<file path="src/rtl/sdram_pattern_tester_if.sv">
// Valid/ready request port between the pattern tester (master) and the SDRAM controller (slave).
interface sdram_pattern_tester_if;
    logic        m_valid;
    logic        m_ready;
    logic [31:0] m_addr;
    logic [31:0] m_wdata;
    logic [3:0]  m_wstrb;
    logic [31:0] m_rdata;

    modport master (
        output m_valid, m_addr, m_wdata, m_wstrb,
        input  m_ready, m_rdata
    );

    modport slave (
        input  m_valid, m_addr, m_wdata, m_wstrb,
        output m_ready, m_rdata
    );
endinterface

</file>
<file path="src/rtl/sdram_pattern_tester.sv">
// LFSR write/read-back tester for the 2M x 32 SDRAM controller.
// Define SDRAM_TEST_LOOP_EN to rerun passes forever with a rotating seed.
module sdram_pattern_tester #(
    parameter int unsigned NUM_WORDS_LOG2 = 21,
    parameter logic [31:0] SEED           = 32'h1
) (
    input  logic                          clk,
    input  logic                          rst_n,
    input  logic                          start,
    sdram_pattern_tester_if.master        bus,
    output logic                          busy,
    output logic                          done,
    output logic                          pass_ok,
    output logic [15:0]                   err_count,
    output logic [20:0]                   first_err_addr,
    output logic [15:0]                   pass_count
);

    localparam logic [31:0] SeedInit = (SEED == 32'h0) ? 32'h1 : SEED;
    localparam logic [31:0] LfsrMask = 32'h80200003;

    typedef enum logic [2:0] {StIdle, StWrReq, StWrGap, StRdReq, StRdGap, StDone} state_e;

    function automatic logic [31:0] lfsr_next(input logic [31:0] v);
        return v[0] ? ((v >> 1) ^ LfsrMask) : (v >> 1);
    endfunction

    state_e                      state_q, state_d;
    logic [NUM_WORDS_LOG2-1:0]   word_idx_q, word_idx_d;
    logic [31:0]                 lfsr_q, lfsr_d;
    logic [31:0]                 seed_q, seed_d;
    logic [15:0]                 err_q, err_d;
    logic [20:0]                 first_q, first_d;
    logic                        flag_q, flag_d;
    logic [15:0]                 pass_cnt_q, pass_cnt_d;
    logic                        pass_ok_q, pass_ok_d;
    logic                        busy_q, busy_d;
    logic                        done_q, done_d;
    logic                        valid_q, valid_d;
    logic [31:0]                 addr_q, addr_d;
    logic [31:0]                 wdata_q, wdata_d;
    logic [3:0]                  wstrb_q, wstrb_d;

    logic        hit;
    logic        last;
    logic        launch;
    logic        clear_err;
    logic [31:0] launch_seed;

    always_comb begin
        state_d     = state_q;
        word_idx_d  = word_idx_q;
        lfsr_d      = lfsr_q;
        seed_d      = seed_q;
        err_d       = err_q;
        first_d     = first_q;
        flag_d      = flag_q;
        pass_cnt_d  = pass_cnt_q;
        pass_ok_d   = pass_ok_q;
        valid_d     = valid_q;
        addr_d      = addr_q;
        wdata_d     = wdata_q;
        wstrb_d     = wstrb_q;
        launch      = 1'b0;
        clear_err   = 1'b0;
        launch_seed = SeedInit;
        // Only a ready that answers an outstanding request counts.
        hit         = valid_q & bus.m_ready;
        last        = &word_idx_q;

        unique case (state_q)
            StIdle: begin
                if (start) begin
                    launch    = 1'b1;
                    clear_err = 1'b1;
                end
            end
            StWrReq: begin
                if (hit) begin
                    valid_d = 1'b0;
                    if (last) begin
                        state_d    = StRdReq;
                        word_idx_d = '0;
                        lfsr_d     = seed_q;
                    end else begin
                        state_d    = StWrGap;
                        word_idx_d = word_idx_q + NUM_WORDS_LOG2'(1);
                        lfsr_d     = lfsr_next(lfsr_q);
                    end
                end
            end
            StWrGap: begin
                state_d = StWrReq;
                valid_d = 1'b1;
                addr_d  = 32'({word_idx_q, 2'b00});
                wdata_d = lfsr_q;
                wstrb_d = 4'hF;
            end
            StRdReq: begin
                if (!valid_q) begin
                    // First read follows the last write ready; raise valid after one idle cycle.
                    valid_d = 1'b1;
                    addr_d  = 32'({word_idx_q, 2'b00});
                    wdata_d = 32'h0;
                    wstrb_d = 4'h0;
                end else if (hit) begin
                    valid_d = 1'b0;
                    lfsr_d  = lfsr_next(lfsr_q);
                    if (bus.m_rdata != lfsr_q) begin
                        err_d = (err_q == 16'hFFFF) ? err_q : err_q + 16'd1;
                        if (!flag_q) begin
                            first_d = 21'(word_idx_q);
                            flag_d  = 1'b1;
                        end
                    end
                    if (last) begin
                        state_d    = StDone;
                        pass_cnt_d = pass_cnt_q + 16'd1;
                        pass_ok_d  = (err_d == 16'h0);
                    end else begin
                        state_d    = StRdGap;
                        word_idx_d = word_idx_q + NUM_WORDS_LOG2'(1);
                    end
                end
            end
            StRdGap: begin
                state_d = StRdReq;
                valid_d = 1'b1;
                addr_d  = 32'({word_idx_q, 2'b00});
                wdata_d = 32'h0;
                wstrb_d = 4'h0;
            end
            StDone: begin
`ifdef SDRAM_TEST_LOOP_EN
                launch      = 1'b1;
                launch_seed = {seed_q[30:0], seed_q[31]};
`else
                if (start) begin
                    launch    = 1'b1;
                    clear_err = 1'b1;
                end
`endif
            end
            default: state_d = StIdle;
        endcase

        if (launch) begin
            state_d    = StWrReq;
            word_idx_d = '0;
            seed_d     = launch_seed;
            lfsr_d     = launch_seed;
            valid_d    = 1'b1;
            addr_d     = 32'h0;
            wdata_d    = launch_seed;
            wstrb_d    = 4'hF;
        end
        if (clear_err) begin
            err_d     = 16'h0;
            first_d   = 21'h0;
            flag_d    = 1'b0;
            pass_ok_d = 1'b0;
        end

        busy_d = (state_d == StWrReq) || (state_d == StWrGap) ||
                 (state_d == StRdReq) || (state_d == StRdGap);
        done_d = (state_d == StDone);
    end

    always_ff @(posedge clk) begin
        if (!rst_n) begin
            state_q    <= StIdle;
            word_idx_q <= '0;
            lfsr_q     <= SeedInit;
            seed_q     <= SeedInit;
            err_q      <= 16'h0;
            first_q    <= 21'h0;
            flag_q     <= 1'b0;
            pass_cnt_q <= 16'h0;
            pass_ok_q  <= 1'b0;
            busy_q     <= 1'b0;
            done_q     <= 1'b0;
            valid_q    <= 1'b0;
            addr_q     <= 32'h0;
            wdata_q    <= 32'h0;
            wstrb_q    <= 4'h0;
        end else begin
            state_q    <= state_d;
            word_idx_q <= word_idx_d;
            lfsr_q     <= lfsr_d;
            seed_q     <= seed_d;
            err_q      <= err_d;
            first_q    <= first_d;
            flag_q     <= flag_d;
            pass_cnt_q <= pass_cnt_d;
            pass_ok_q  <= pass_ok_d;
            busy_q     <= busy_d;
            done_q     <= done_d;
            valid_q    <= valid_d;
            addr_q     <= addr_d;
            wdata_q    <= wdata_d;
            wstrb_q    <= wstrb_d;
        end
    end

    assign bus.m_valid    = valid_q;
    assign bus.m_addr     = addr_q;
    assign bus.m_wdata    = wdata_q;
    assign bus.m_wstrb    = wstrb_q;
    assign busy           = busy_q;
    assign done           = done_q;
    assign pass_ok        = pass_ok_q;
    assign err_count      = err_q;
    assign first_err_addr = first_q;
    assign pass_count     = pass_cnt_q;

endmodule

</file>
<file path="src/flat_wrapper.sv">
// flat-port wrapper written by rule: the top's interface ports become plain ports
module sdram_pattern_tester_flat 
#(
    parameter int unsigned NUM_WORDS_LOG2 = 21,
    parameter logic [31:0] SEED           = 32'h1
)
  (clk, rst_n, start, busy, done, pass_ok, err_count, first_err_addr, pass_count, bus_m_valid, bus_m_addr, bus_m_wdata, bus_m_wstrb, bus_m_ready, bus_m_rdata);
  sdram_pattern_tester_if bus_i ();
  input  logic clk;
  input  logic rst_n;
  input  logic start;
  output logic busy;
  output logic done;
  output logic pass_ok;
  output logic [15:0] err_count;
  output logic [20:0] first_err_addr;
  output logic [15:0] pass_count;
  output wire logic [$bits(bus_i.m_valid)-1:0] bus_m_valid;
  output wire logic [$bits(bus_i.m_addr)-1:0] bus_m_addr;
  output wire logic [$bits(bus_i.m_wdata)-1:0] bus_m_wdata;
  output wire logic [$bits(bus_i.m_wstrb)-1:0] bus_m_wstrb;
  input wire logic [$bits(bus_i.m_ready)-1:0] bus_m_ready;
  input wire logic [$bits(bus_i.m_rdata)-1:0] bus_m_rdata;
  assign bus_m_valid = bus_i.m_valid;
  assign bus_m_addr = bus_i.m_addr;
  assign bus_m_wdata = bus_i.m_wdata;
  assign bus_m_wstrb = bus_i.m_wstrb;
  assign bus_i.m_ready = bus_m_ready;
  assign bus_i.m_rdata = bus_m_rdata;
  sdram_pattern_tester #(.NUM_WORDS_LOG2(NUM_WORDS_LOG2), .SEED(SEED)) u_core (.clk(clk), .rst_n(rst_n), .start(start), .bus(bus_i), .busy(busy), .done(done), .pass_ok(pass_ok), .err_count(err_count), .first_err_addr(first_err_addr), .pass_count(pass_count));
endmodule
</file>
<file path="config.mk">
export PLATFORM = sky130hd
export DESIGN_NAME = sdram_pattern_tester_flat
export DESIGN_NICKNAME = d
export VERILOG_FILES = /design/src/rtl/sdram_pattern_tester_if.sv /design/src/rtl/sdram_pattern_tester.sv /design/src/flat_wrapper.sv
export SDC_FILE = /design/constraint.sdc
export NUM_CORES = 1
export LEC_CHECK = 0
export ABC_AREA = 1
export CAP_MARGIN = 20
export CORE_MARGIN = 3
export CORE_UTILIZATION = 30
export DETAILED_ROUTE_END_ITERATION = 10
export PLACE_DENSITY_LB_ADDON = 0.08
export SLEW_MARGIN = 5
export SYNTH_ARGS = -nofsm -noshare
export SYNTH_HDL_FRONTEND = slang
export SYNTH_SLANG_ARGS = --single-unit
</file>
<file path="constraint.sdc">
create_clock -name clk -period 2.19 [get_ports clk]
set_input_delay 0.438 -clock clk [delete_from_list [all_inputs] [get_ports clk]]
set_output_delay 0.438 -clock clk [all_outputs]
set_load 0.02 [all_outputs]
</file>
# Word level (Yosys, flattened, before mapping)
# Index checks and enable logic that the tools add are counted.
# W data, S select, Z words.
# totals
register_bits,182
elab_cells,104
# classes
n_addsub,3
n_eq_ne,19
mux,39
n_bitwise,4
n_reduce_logical,24
# op_table
cell,n
$mux W32,7
$pmux W32 S2,2
$mux W21,5
$pmux W32 S3,1
$mux W16,5
$pmux W21 S2,1
$add A16 B1 Y16 const B,2
$ne A32 B32 Y1,1
$reduce_and A24 Y1,1
$add A21 B1 Y21 const B,1
$reduce_and A21 Y1,1
$eq A16 B16 Y1 const B,1
$logic_not A16 Y1,1
$pmux W3 S5,1
$eq A3 B2 Y1 const B,4
$eq A3 B3 Y1 const B,4
$mux W3,4
$pmux W4 S3,1
$reduce_and A5 Y1,2
$mux W1,9
$mux W4,2
$reduce_and A2 Y1,4
$reduce_and A4 Y1,2
$reduce_bool A4 Y1,2
15 further kinds,25

# Depth between registers and ports, before layout
# Gate-level depths: netlist (run 1).
# logic_depth
depth_word,10
ltp_mapped,17
ltp_nobuf,16

# Least setup slack after synthesis (run 1)
# OpenSTA, ideal clock, no wires.
# synth_timing
kind,flip-flop to flip-flop
start,"reg u_core.err_q[0], in the netlist u_core.err_count[0]"
end,"reg u_core.pass_ok_q, in the netlist u_core.pass_ok"
setup_time_ns,0.132
arrival_ns,2.003
required_ns,2.058
setup_slack_ns,0.055
stages_incl_launch_ff,12
path_cell_list,dfxtp_1 ha_1 nand3_1 nor3_2 nand3_1 clkbuf_1 inv_1 nor3_1 o21ai_0 nor2_1 nand3_1 a21oi_1
# synth_between
elab_chain_cells,7
# synth_lines
element,line_no,text
from (decl),sdram_pattern_tester.sv:32,"logic [15:0] err_q, err_d;"
from (signal assigned),sdram_pattern_tester.sv:191,err_q <= err_d;
$add A16 B1 Y16 or $eq A16 B16 Y1 (tied branches),sdram_pattern_tester.sv:110,err_d = (err_q == 16'hFFFF) ? err_q : err_q + 16'd1;
$mux W16,sdram_pattern_tester.sv:110,
$mux W16 (*),sdram_pattern_tester.sv:109,if (bus.m_rdata != lfsr_q) begin
$mux W16 (*),sdram_pattern_tester.sv:106,end else if (hit) begin
$mux W16 (*),sdram_pattern_tester.sv:100,if (!valid_q) begin
$mux W16 (*),sdram_pattern_tester.sv:71,unique case (state_q)
$logic_not A16 Y1 (*),sdram_pattern_tester.sv:119,pass_ok_d = (err_d == 16'h0);
to (signal assigned),sdram_pattern_tester.sv:195,pass_ok_q <= pass_ok_d;
to (decl),sdram_pattern_tester.sv:36,"logic pass_ok_q, pass_ok_d;"
# Every way passes the cells marked *; elsewhere a longest branch is shown, timed or not. The select of a mux whose other input is x is not followed.
# A chain may end at the register's enable or synchronous reset.

# Worst setup path after layout (run 1)
# layout_timing
start,reg u_core.word_idx_q[0]
end,"reg u_core.pass_cnt_q[13], in the netlist u_core.pass_count[13]"
# layout_between
elab_chain_cells,1
# layout_lines
element,line_no,text
from (decl),sdram_pattern_tester.sv:29,"logic [NUM_WORDS_LOG2-1:0] word_idx_q, word_idx_d;"
from (signal assigned),sdram_pattern_tester.sv:188,word_idx_q <= word_idx_d;
$reduce_and A24 Y1 (no source line),n/a,
to (signal assigned),sdram_pattern_tester.sv:194,pass_cnt_q <= pass_cnt_d;
to (decl),sdram_pattern_tester.sv:35,"logic [15:0] pass_cnt_q, pass_cnt_d;"
# No other way between the ends.

==> qor.txt, run 1 <==
VDD IR max - 0.309 mV
Synth area leaders - dfxtp_1, nand2_1, a21oi_1, inv_1, o21ai_0
Post-synth EDFFs - 0
Synth Warn # - 0
most common cell in the netlist - nand2_1
Worst Skew - 0.0152 ns
count of cell types in the netlist - 40
clock tree buffer depth - 2
maxcap violations - 0
Least-Margin Pin Slew - 0.667 ns
mean number of vias per cell - 4.68
CP arrival - 2.48 ns
Cell Pwr Density - 585 nW/um^2
#FFs+latches synth - 168
reg-to-reg critical path startpoint - u_core.word_idx_q[0]$_SDFFE_PP0P_
global-route wire length before repair - 40,700 um
vias in the first global route - 7,778
routed wire length - 25,200 um
DR DRC count - 0
GR peak layer - met2
final non-filler cell total - 1,732
predominant post-synthesis flop cell - dfxtp_1
met1 Use GR - 23.1%
beginning of the worst hold path - u_core.first_err_addr[17]$_SDFFE_PP0P_
die area - 28,900 um^2
final worst slack - 0.0715 ns
port buffer count - 149
reg2reg setup slack - 0.07 ns
Vias - 8,104
Die H - 170 um
cell area after synthesis - 8060 um^2
hold path depth - 2
Core ar. - 26,200 um^2
post-synth top area share - 41.7%
register area share after synthesis - 41.7%
count of endpoints failing setup in the final report - 0
Rel. slew slack - 55.5%
Starting Density - 30.8%
CTS tree - done
routing usage on met2 - 29.3%
root buffer selected by CTS - clkbuf_16
critical path capture point type - flop
DRT Pass-1 Iters - 5
wire length per cell - 14.5 um
Fin Hold WS - 0.458 ns
Std-Cell Rows - 59
ANT cells - 0
CTS HTree Levels - 4
largest net degree at the start of global routing - 54
synthesis-to-layout area growth - 41.4%
ys async rst share - 0%
Detail Route Antenna Nets - 0
pre-CTS WS - -0.415 ns
hpwl dp - 18,400 um
RSZ-0062 raised after global routing - yes
Mean Syn Cell Area - 6.97 um^2
met3 usage - 3.65%
critical path class - flop to flop
Clock Pin Slew Worst Setup and Hold Paths - 0.07 ns
IO Pins - 161
Clk Latency, worst-skew pair - 0.43 ns
Fmax - 472 MHz
Tmin final - 2.12 ns
status - completed
CTS sink cnt - 168
max-slew violations - 0
cell area after layout - 11,400 um^2
total leakage power - 4.46 nW
Synth top cells by count - nand2_1, dfxtp_1, a21oi_1
post-synth top area cell - dfxtp_1
reg2reg end - u_core.pass_count[13]$_SDFFE_PN0P_
maximum net fanout on the critical path - 5
# hold bufs at CTS - 0
Reg2Reg Depth - 14
Hold Path Sink - u_core.first_err_addr[17]$_SDFFE_PP0P_
CP required - 2.55 ns
overall routing resource usage - 17.5%
layout cells sized above 1 - 14.0%
crit path launch type - flop
initial antenna violation count - 1
Final Total Pwr - 0.00666 W
placed insts - 1,693
GRT Residual Overflow - 0
DP Area - 10,600 um^2
GP Congestion - 0.863
Post-Syn Instances - 1,156
Final Hold Viols - 0
HP Class - flop to flop
NumNets Final - 1,423
initial detailed-routing violation count - 559
final worst-path cycle share - 96.7%
total CTS buffers - 17
die extent in x - 170 um
## power by group
group / switching [W] / internal [W] / leakage (nW)
combinational: 0.000312 / 0.000248 / 2.83
sequential: 0.0000314 / 0.00308 / 1.36
clock: 0.00134 / 0.00165 / 0.277
total: 0.00168 / 0.00498 / 4.46
## state kept, by name (all words and copies together) (netlist names)
name	count
u_core.bus.m_addr	21
u_core.bus.m_valid	1
u_core.bus.m_wdata	32
u_core.bus.m_wstrb	1
u_core.busy	1
u_core.done	1
u_core.err_count	16
u_core.first_err_addr	21
u_core.flag_q	1
u_core.lfsr_q	32
u_core.pass_count	16
u_core.pass_ok	1
u_core.state_q	3
u_core.word_idx_q	21
## logic make-up after synthesis
family                     synth area share, %
and+or+nand+nor                           29.7
AOI/OAI and AO/OA                         15.2
buffers and inverters                     9.28
DFF                                       41.7
xor gates and xnor gates                  3.59
adders and majority gates                0.466
other                                   0.0465
## metrics by stage
step | utilization [%] | TNS, ns
after global routing | 43.5 | -0.183
after global placement | 40.6 | -13.36
final | 43.5 | 0
after detailed placement | 40.6 | -13.48
after CTS | 42.8 | 0
after floorplan | - | 0
## timing repair
| item | in CTS | in global routing |
|---|---|---|
| setup buffers | 0 | 7 |
| resized for setup | 0 | 32 |
| setup endpoints to repair | 0 | 80 |
## worst max path at each step
stage                                            startpoint  slack, ns                                  to  cells after the start
after floorplan            u_core.err_count[0]$_SDFFE_PP0P_       0.05         u_core.pass_ok$_SDFFE_PP0P_                     11
after global placement                       bus_m_rdata[4]      -0.40         u_core.pass_ok$_SDFFE_PP0P_                     15
after detailed placement                     bus_m_rdata[4]      -0.42         u_core.pass_ok$_SDFFE_PP0P_                     15
after CTS                 u_core.word_idx_q[0]$_SDFFE_PP0P_       0.01  u_core.word_idx_q[10]$_SDFFE_PP0P_                     13
after global routing      u_core.word_idx_q[1]$_SDFFE_PP0P_      -0.07  u_core.pass_count[13]$_SDFFE_PN0P_                     14
final                     u_core.word_idx_q[0]$_SDFFE_PP0P_       0.07  u_core.pass_count[13]$_SDFFE_PN0P_                     14
## final cells by class
class / count / area (um^2)
inverter: 115 / 432
timing repair buffer: 264 / 2490
multi-input combinational: 818 / 4110
tap: 335 / 419
clock inverter: 11 / 114
sequential: 168 / 3370
fill: 2734 / 14800
clock buffer: 21 / 460
## routing by layer
metal | wire, um | part of all wire, %
met5 | 9 | 0.036
met4 | 200 | 0.79
met3 | 1170 | 4.7
met2 | 12000 | 48
met1 | 11800 | 47
## critical path: stages, from the launching register on
cell	delay, ns
dfxtp_2	0.36
ha_4	0.15
nand3_4	0.09
nor3_4	0.21
nand2_2	0.11
nor2_4	0.11
buf_6	0.11
nand3_4	0.10
nor3_4	0.22
nand3_2	0.13
nor2_4	0.15
nand2_2	0.06
nor2_2	0.09
nand2_1	0.06
a21oi_1	0.11
## cells in the final DEF (no fill, tap or decap), types with 20 or more instances in the layout
cell / n
nand2_1: 293
nor3_1: 39
buf_4: 102
nor2_1: 93
nand3_1: 59
inv_1: 110
dfxtp_1: 165
a21oi_1: 117
xnor2_1: 20
clkdlybuf4s50_1: 149
o21ai_0: 78
(Power assumes the default switching activity.)
==> run 2: changes to the inputs <==
Clock period 2.19 ns to 2.3 ns, I/O delays scaled along.
==> qor.txt, run 2 (synthesis gave the netlist of run 1 again) <==
IO Pins - 161
DP Area - 10,500 um^2
# hold bufs at CTS - 0
Internal - 0.00486 W
synthesis-to-layout area growth - 39.7%
maxcap violations - 0
Starting Density - 30.8%
vias in the first global route - 7,571
Worst Skew - 0.0111 ns
Tmin final - 2.13 ns
Clock Pin Slew Worst Setup and Hold Paths - 0.07 ns
maximum net fanout on the critical path - 4
port buffer count - 149
Final Hold Viols - 0
CP required - 2.67 ns
Core ar. - 26,200 um^2
CP arrival - 2.50 ns
critical path capture point type - flop
Worst path max stage delay - 0.36 ns
global-route wire length before repair - 40,000 um
crit path launch type - flop
WP buf/inv - 1
Die H - 170 um
count of endpoints failing setup in the final report - 0
status - completed
mean number of vias per cell - 4.64
HP Class - flop to flop
Vias - 7,960
wire length per cell - 14.5 um
Crit path max-delay family - simple AND/OR/NAND/NOR gates
most used cell along the critical path - nor2_4
commonest non-fill, non-tap cell in the layout - nand2_1
Clk Latency, worst-skew pair - 0.43 ns
initial antenna violation count - 0
pre-CTS WS - -0.327 ns
Std-Cell Rows - 59
overall routing resource usage - 17.3%
Cell Pwr Density - 577 nW/um^2
CTS tree - done
slowest cell on the critical path - dfxtp_2
Fmax - 469 MHz
ANT cells - 0
most frequent cells in the layout - nand2_1, dfxtp_1, clkdlybuf4s50_1
layout cells sized above 1 - 12.7%
CTS sink cnt - 168
routed wire length - 24,800 um
Least-Margin Pin Slew - 0.694 ns
cell area after layout - 11,300 um^2
cells along the critical path - ha_4 > nand3_4 > nor3_4 > nand2_2 > nor2_4 > buf_6 > nand3_4 > nor3_4 > nand3_2 > nor2_4 > nand2_2 > nor2_4 > nand2_1 > a21oi_2
clock power share - 46.4%
final worst slack - 0.170 ns
CTS HTree Levels - 4
switching fraction of total power - 25.2%
VDD IR max - 0.328 mV
fin util - 43.0%
NumNets Final - 1,408
total leakage power - 4.38 nW
Detail Route Antenna Nets - 0
initial detailed-routing violation count - 560
die area - 28,900 um^2
critical path class - flop to flop
total CTS buffers - 17
Sw Pwr - 0.00164 W
final worst-path cycle share - 92.6%
GP Congestion - 0.881
DRT Pass-1 Iters - 5
root buffer selected by CTS - clkbuf_16
max-slew violations - 0
GRT Residual Overflow - 0
die extent in x - 170 um
DR DRC count - 0
hpwl dp - 18,300 um
combinational share of power - 8.0%
Rel. slew slack - 53.7%
clock tree buffer depth - 2
Sequential Power Share - 45.7%
fill count - 2,692
largest net degree at the start of global routing - 54
==> run 2: layout make-up <==
class	instances	area [um^2]	share of cell area, %
inverters	115	432	3.83
multi-input cells	818	4080	36.3
repair buffers	249	2350	20.9
flip-flops and latches	168	3370	29.9
well taps	335	419	3.72
clock buffers	19	453	4.02
clock inverters	13	158	1.40
==> run 2: worst paths after layout <==
path | startpoint | end | slack [ns] | cells past startpoint
min reg2reg | u_core.bus.m_wdata[26]$_SDFFE_PP0P_ | u_core.bus.m_wdata[26]$_SDFFE_PP0P_ | 0.46 | 2
max | u_core.word_idx_q[1]$_SDFFE_PP0P_ | u_core.pass_count[13]$_SDFFE_PN0P_ | 0.17 | 14
min | u_core.bus.m_wdata[26]$_SDFFE_PP0P_ | u_core.bus.m_wdata[26]$_SDFFE_PP0P_ | 0.46 | 2
max reg2reg | u_core.word_idx_q[1]$_SDFFE_PP0P_ | u_core.pass_count[13]$_SDFFE_PN0P_ | 0.17 | 14
==> run 2: stage by stage <==
stage | TNS (ns) | std cells | total power, W | hold slack (ns)
floorplan | 0 | 1166 | 0.00331 | 0.440
global placement | -8.30 | 1681 | 0.00355 | 0.449
detailed placement | -8.59 | 1681 | 0.00355 | 0.451
CTS | 0 | 1713 | 0.00660 | 0.462
global route | -0.0195 | 1717 | 0.00676 | 0.477
finish | 0 | 1717 | 0.00650 | 0.457
==> run 2: power by group through the flow <==
stage	clock (W)	sequential, W	combinational, W
2_1_floorplan	0	0.00304	0.000269
3_3_place_gp	0	0.00303	0.000518
3_5_place_dp	0	0.00303	0.000519
4_1_cts	0.00311	0.00296	0.000520
5_1_grt	0.00322	0.00297	0.000576
6_report	0.00301	0.00297	0.000519
==> run 2: worst reg2reg max path, stage by stage, from the launching register on <==
cell and delay (ns):
dfxtp_2 0.36, ha_4 0.17, nand3_4 0.10, nor3_4 0.20, nand2_2 0.10, nor2_4 0.10
buf_6 0.12, nand3_4 0.10, nor3_4 0.22, nand3_2 0.13, nor2_4 0.15, nand2_2 0.08
nor2_4 0.09, nand2_1 0.06, a21oi_2 0.10
==> run 2: timing repair <==
item	in CTS	in global routing
resized for setup	0	21
endpoints found under the setup margin	0	24
buffers inserted	0	4
==> run 2: layer usage <==
layer  share of wire (%)  wire length [um]  track usage [%]
met1                  48             11900             22.6
met2                  47             11600             29.0
met4                 1.1               283             4.51
met3                 4.1              1020             3.65
met5                   0                 0                0
